<file path="src/rtl/mul_serial_pkg.sv">
// Shared types and default sizing for the serial multiplier controller.
package mul_serial_pkg;

    localparam int unsigned WIDTH_DEFAULT = 16;
    localparam int unsigned DEPTH_DEFAULT = 4;

    typedef enum logic [1:0] {
        IDLE  = 2'd0,
        ISSUE = 2'd1,
        DRAIN = 2'd2,
        DONE  = 2'd3
    } mul_serial_state_t;

endpackage

</file>
<file path="src/rtl/mul_serial_shacc.sv">
// Shift/add/subtract accumulator: folds one aligned partial product per cycle
// into a 2*WIDTH two's-complement sum. The top bit index carries negative weight.
import mul_serial_pkg::*;

module mul_serial_shacc #(
    parameter int unsigned WIDTH = WIDTH_DEFAULT,
    parameter int unsigned DEPTH = DEPTH_DEFAULT
) (
    input  logic               clk,
    input  logic               rst,
    input  logic               clr,
    input  logic               pp_vld,
    input  logic [DEPTH-1:0]   pp_idx,
    input  logic [2*WIDTH-1:0] i_pp,
    output logic [2*WIDTH-1:0] acc
);

    localparam logic [DEPTH-1:0] LAST_IDX = DEPTH'(WIDTH - 1);

    logic [2*WIDTH-1:0] acc_q;
    logic [2*WIDTH-1:0] acc_d;
    logic [2*WIDTH-1:0] shifted;

    // Next accumulator value; arithmetic wraps modulo 2^(2*WIDTH).
    always_comb begin
        shifted = i_pp << pp_idx;
        acc_d   = acc_q;
        if (clr) begin
            acc_d = '0;
        end else if (pp_vld) begin
            if (pp_idx == LAST_IDX) begin
                acc_d = acc_q - shifted;
            end else begin
                acc_d = acc_q + shifted;
            end
        end
    end

    // Accumulator register.
    always_ff @(posedge clk) begin
        if (rst) begin
            acc_q <= '0;
        end else begin
            acc_q <= acc_d;
        end
    end

    assign acc = acc_q;

endmodule

</file>
<file path="src/rtl/mul_serial_ctrl.sv">
// Sequencer around the bit-serial partial-product stage (mul_inner): accepts a
// signed operand pair, scans i_a LSB first, accumulates the returned partial
// products and presents the 2*WIDTH signed product.
// Optional: define MUL_SERIAL_ZERO_SKIP_EN to bypass the scan when an operand is 0.
import mul_serial_pkg::*;

module mul_serial_ctrl #(
    parameter int unsigned WIDTH = WIDTH_DEFAULT,
    parameter int unsigned DEPTH = DEPTH_DEFAULT
) (
    input  logic               clk,
    input  logic               rst,
    input  logic               i_valid,
    output logic               o_ready,
    input  logic [WIDTH-1:0]   i_a,
    input  logic [WIDTH-1:0]   i_b,
    output logic [WIDTH-1:0]   o_data0,
    output logic [WIDTH-1:0]   o_data1,
    output logic [DEPTH-1:0]   o_idx,
    output logic               o_en,
    output logic               o_clr,
    input  logic [2*WIDTH-1:0] i_pp,
    output logic               o_valid,
    input  logic               i_ready,
    output logic [2*WIDTH-1:0] o_prod
);

    localparam logic [DEPTH-1:0] LAST_IDX = DEPTH'(WIDTH - 1);

    mul_serial_state_t  state_q, state_d;
    logic [DEPTH-1:0]   cnt_q, cnt_d;
    logic [DEPTH-1:0]   pp_idx_q;
    logic               pp_vld_q;
    logic [WIDTH-1:0]   data0_q, data1_q;
    logic               accept;
    logic               skip;
    logic [2*WIDTH-1:0] acc;

    assign accept = (state_q == IDLE) && i_valid;

`ifdef MUL_SERIAL_ZERO_SKIP_EN
    assign skip = (i_a == '0) || (i_b == '0);
`else
    assign skip = 1'b0;
`endif

    // Next-state, counter and handshake/driver outputs.
    always_comb begin
        state_d = state_q;
        cnt_d   = cnt_q;
        o_ready = 1'b0;
        o_en    = 1'b0;
        o_clr   = 1'b0;
        o_idx   = '0;
        o_valid = 1'b0;
        unique case (state_q)
            IDLE: begin
                o_ready = 1'b1;
                o_clr   = 1'b1;
                if (i_valid) begin
                    cnt_d   = '0;
                    state_d = skip ? DONE : ISSUE;
                end
            end
            ISSUE: begin
                o_en  = 1'b1;
                o_idx = cnt_q;
                cnt_d = cnt_q + 1'b1;
                if (cnt_q == LAST_IDX) begin
                    state_d = DRAIN;
                end
            end
            DRAIN: begin
                // Final partial product lands this cycle.
                state_d = DONE;
            end
            DONE: begin
                o_valid = 1'b1;
                if (i_ready) begin
                    state_d = IDLE;
                end
            end
            default: state_d = IDLE;
        endcase
    end

    // State, counter, alignment and operand registers.
    always_ff @(posedge clk) begin
        if (rst) begin
            state_q  <= IDLE;
            cnt_q    <= '0;
            pp_idx_q <= '0;
            pp_vld_q <= 1'b0;
            data0_q  <= '0;
            data1_q  <= '0;
        end else begin
            state_q  <= state_d;
            cnt_q    <= cnt_d;
            // mul_inner registers the index, so its answer arrives one cycle later.
            pp_idx_q <= cnt_q;
            pp_vld_q <= (state_q == ISSUE);
            if (accept) begin
                data0_q <= i_a;
                data1_q <= i_b;
            end
        end
    end

    mul_serial_shacc #(
        .WIDTH (WIDTH),
        .DEPTH (DEPTH)
    ) u_shacc (
        .clk    (clk),
        .rst    (rst),
        .clr    (accept),
        .pp_vld (pp_vld_q),
        .pp_idx (pp_idx_q),
        .i_pp   (i_pp),
        .acc    (acc)
    );

    assign o_data0 = data0_q;
    assign o_data1 = data1_q;
    assign o_prod  = acc;

endmodule

</file>
<file path="config.mk">
export PLATFORM = sky130hd
export DESIGN_NAME = mul_serial_ctrl
export DESIGN_NICKNAME = d
export VERILOG_FILES = /design/src/rtl/mul_serial_pkg.sv /design/src/rtl/mul_serial_shacc.sv /design/src/rtl/mul_serial_ctrl.sv
export SDC_FILE = /design/constraint.sdc
export NUM_CORES = 1
export LEC_CHECK = 0
export CAP_MARGIN = 10
export CORE_ASPECT_RATIO = 1.1
export CORE_MARGIN = 2
export CORE_UTILIZATION = 57
export DETAILED_ROUTE_END_ITERATION = 8
export PLACE_DENSITY = 0.88
export SLEW_MARGIN = 20
export SYNTH_ARGS = -nofsm -noshare
export SYNTH_HDL_FRONTEND = slang
export SYNTH_SLANG_ARGS = --single-unit
</file>
<file path="constraint.sdc">
create_clock -name clk -period 13.7 [get_ports clk]
set_input_delay 4.11 -clock clk [delete_from_list [all_inputs] [get_ports clk]]
set_output_delay 4.11 -clock clk [all_outputs]
set_load 0.1 [all_outputs]
</file>
==> flow_summary.json <==
{
  "outcome": "complete, no violations",
  "num_vias": 6616,
  "via_per_inst": 6.07,
  "crit_slowest_cell": "mux4_2",
  "path_clk_slew_ps": 70,
  "place_area_mm2": 0.00807,
  "layout-drive-gt1-share_pct": 8.40,
  "rr_startpoint": "pp_idx_q[0]",
  "antenna_cells": 0,
  "cts_tree": "built",
  "setup_violations": 0,
  "final_common_cell": "clkdlybuf4s50_1",
  "start_util_pct": 58.2,
  "pin_count": 140,
  "clkLatencyLatePin_ps": 350,
  "hold_buffers": 0,
  "max_stage_delay_ps": 580,
  "syn_area_mm2": 0.00665,
  "seqCellArea_mm2": 0.00150,
  "drc": 0,
  "hold_end": "o_data0[8]",
  "antenna_left": 0,
  "endpoint_kind": "register",
  "rows": 41,
  "final_cells": 1090,
  "grt_start_max_net_pins": 48,
  "stdcell_area_mm2": 0.00839,
  "hold_viol_final": 0,
  "portBuffers": 139,
  "numCtsBuffers": 9,
  "total_power_w": 0.00133,
  "htreeDepth": 3,
  "routed_wl_um": 17900,
  "p_clk_share_pct": 18.9,
  "most-common-layout-cells": "139 x clkdlybuf4s50_1, 122 x nand2_1, 84 x a21oi_1",
  "finClkSkew_ps": 11.7,
  "crit_top_cell": "and3_1",
  "finalSetupTns_ps": 0,
  "grt_usage_pct": 28.8,
  "worst-endpoint-arrival_ps": 9680,
  "r2r_end": "u_shacc.acc[31]",
  "cts-resized-gates": 0,
  "pwr_density_cell_mw_per_mm2": 159,
  "dieWidth_um": 107,
  "die_area_mm2": 0.0126,
  "multi_input_area_mm2": 0.00487,
  "synthCells": 823,
  "hp-start": "o_data0[8]",
  "synth_edf_count": 0,
  "yosysSeqAreaShare_pct": 22.6,
  "nets": 1041,
  "synth_fp_nets": 929,
  "place_ws_ps": 4120,
  "p_leak_nw": 3.30,
  "drv_cap": 0,
  "required_ps": 13940,
  "start_kind": "input pin",
  "p_comb_share_pct": 60.0,
  "antenna_found_initial": 0,
  "crit_fanout": 7,
  "timing.final.ws_setup_ps": 4260,
  "flow.area_growth_from_synthesis_pct": 26.1,
  "yosysUniqueCellTypes": 75,
  "crit_chain": "clkdlybuf4s50_1, mux4_2, mux2i_1, o41ai_1, o22ai_1, nand2_1, o21ai_0, nand2b_1, xnor2_1, ha_1, and3_1, and3_1, or3_1, o211ai_1, a31oi_1, a221oi_1, xnor2_2, a21oi_1, a31o_1",
  "whs_path_depth": 2,
  "synth-seq-cells": 75,
  "fmax_ghz": 0.106,
  "crit_buf_inv": 1,
  "grt_pass1_wl_um": 29800,
  "ir_drop_uv": 139,
  "grt_remaining_overflow": 0,
  "r2r_cells": 19,
  "grt_pass1_vias": 6289,
  "avgRoutedWirePerCell_um": 16.4,
  "finalCriticalPeriod_ps": 9440,
  "gp_congestion": 0.956,
  "dr.first_iter.drc_count": 496,
  "dp.cells": 1074,
  "slew_headroom_pct": 31.2,
  "p_sw_w": 0.000682,
  "rsz0062_at_grt": "false",
  "firstDrtPassIters": 5,
  "avgSynthCellArea_um2": 8.08,
  "synthFlopType": "dfxtp_1",
  "finalMaxSlewViolations": 0,
  "hpwl_um": 13500,
  "async_flop_share_pct": 0,
  "tightest_slew_ps": 1030,
  "clk_path_buf_depth": 2,
  "critPathTopFamily": "compound AO/OA/AOI/OAI gates",
  "intPower_w": 0.000650,
  "post_cts_buffers": 0,
  "seqPwrFrac_pct": 21.1,
  "clock_sinks": 75,
  "yosysWarnings": 0,
  "core_area_mm2": 0.0114,
  "die_h_um": 117,
  "fillers": 869,
  "cts_root_buf": "clkbuf_16",
  "fin_crit_sh_pct": 68.9,
  "r2r_slack_ps": 7610,
  "switching_share_pct": 51.2,
  "hold_class": "reg2reg",
  "worst-setup-path-type": "in2reg"
}
[per-stage QoR]
step | hold slack [ps] | utilization (%)
floorplan | 467 | -
detailed placement | 446 | 70.6
CTS | 454 | 73.3
global placement | 441 | 70.5
finish | 452 | 73.3
global route | 470 | 73.3
[area by class of cell]
type                       instances  area share (%)
clock inverter                     6           0.865
inverter                          17           0.761
sequential                        75            17.9
timing repair buffer             148            17.4
tap                              150            2.24
clock buffer                      10            2.85
multi-input combinational        684            58.0
[worst max-delay path by stage]
stage | start | endpoint | slack (ps) | cells after the start
after floorplan | i_pp[3] | u_shacc.acc[31] | 5400 | 16
after detailed placement | i_pp[1] | u_shacc.acc[31] | 4120 | 19
after global placement | i_pp[1] | u_shacc.acc[31] | 4310 | 19
final | i_pp[0] | u_shacc.acc[31] | 4260 | 19
after CTS | i_pp[0] | u_shacc.acc[31] | 4430 | 19
after global routing | i_pp[0] | u_shacc.acc[31] | 3920 | 19
[synth_stat cells, types with 11 or more instances]
cell      number  area share (%)
nor2b_1       14             1.3
mux2_2        14             2.4
clkbuf_1      29             1.6
a21o_1        23             2.6
and2_1        12             1.1
a211oi_1      11             1.2
a21oi_1       84             6.3
xnor2_1       33             4.3
mux4_2        28             9.5
dfxtp_1       75              23
o21ai_0       34             2.6
ha_1          37             7.0
nand3_1       16             1.2
xor2_1        19             2.5
inv_1         15            0.85
mux2i_1       33             5.0
nand2_1      123             6.9
nor2_1        79             4.5
[worst min-delay path, cell delays in order (launching register included)]
cell and delay, ps:
dfxtp_1 310, nand2_1 50, a21oi_1 50
[cell families (layout without fill, tap and decap cells)]
logic type	after synthesis	count (layout)	synth area share [%]
AOI/OAI and AO/OA	219	219	20.8
xor gates and xnor gates	53	53	7.09
adders and majority gates	38	38	7.26
buffers and inverters	64	181	4.44
DFF	75	75	22.6
muxes	78	78	17.8
and+or+nand+nor	296	296	20.1
[power by group through the flow]
stage,Sequential [W],Clock (W),Combinational [W]
after CTS,0.000281,0.000254,0.000797
after global placement,0.000284,0,0.000780
after floorplan,0.000497,0,0.000412
after detailed placement,0.000286,0,0.000791
after global routing,0.000286,0.000262,0.000852
final,0.000281,0.000252,0.000799
[sequential cells by signal, indices dropped and copies added, names as in the netlist]
name         cells
u_shacc.acc     32
o_data0         16
pp_idx_q         4
o_data1         16
pp_vld_q         1
cnt_q            4
state_q          2
[routing by layer]
| metal | vias up | global-route usage, % | routed length [um] |
|---|---|---|---|
| li1 | 3212 | - | - |
| met1 | 3100 | 38.3 | 7860 |
| met2 | 275 | 46.4 | 8300 |
| met3 | 29 | 6.95 | 1440 |
| met4 | 0 | 8.12 | 303 |
| met5 | - | 0 | 0 |
No activity file was read; power rests on OpenSTA's default activity.
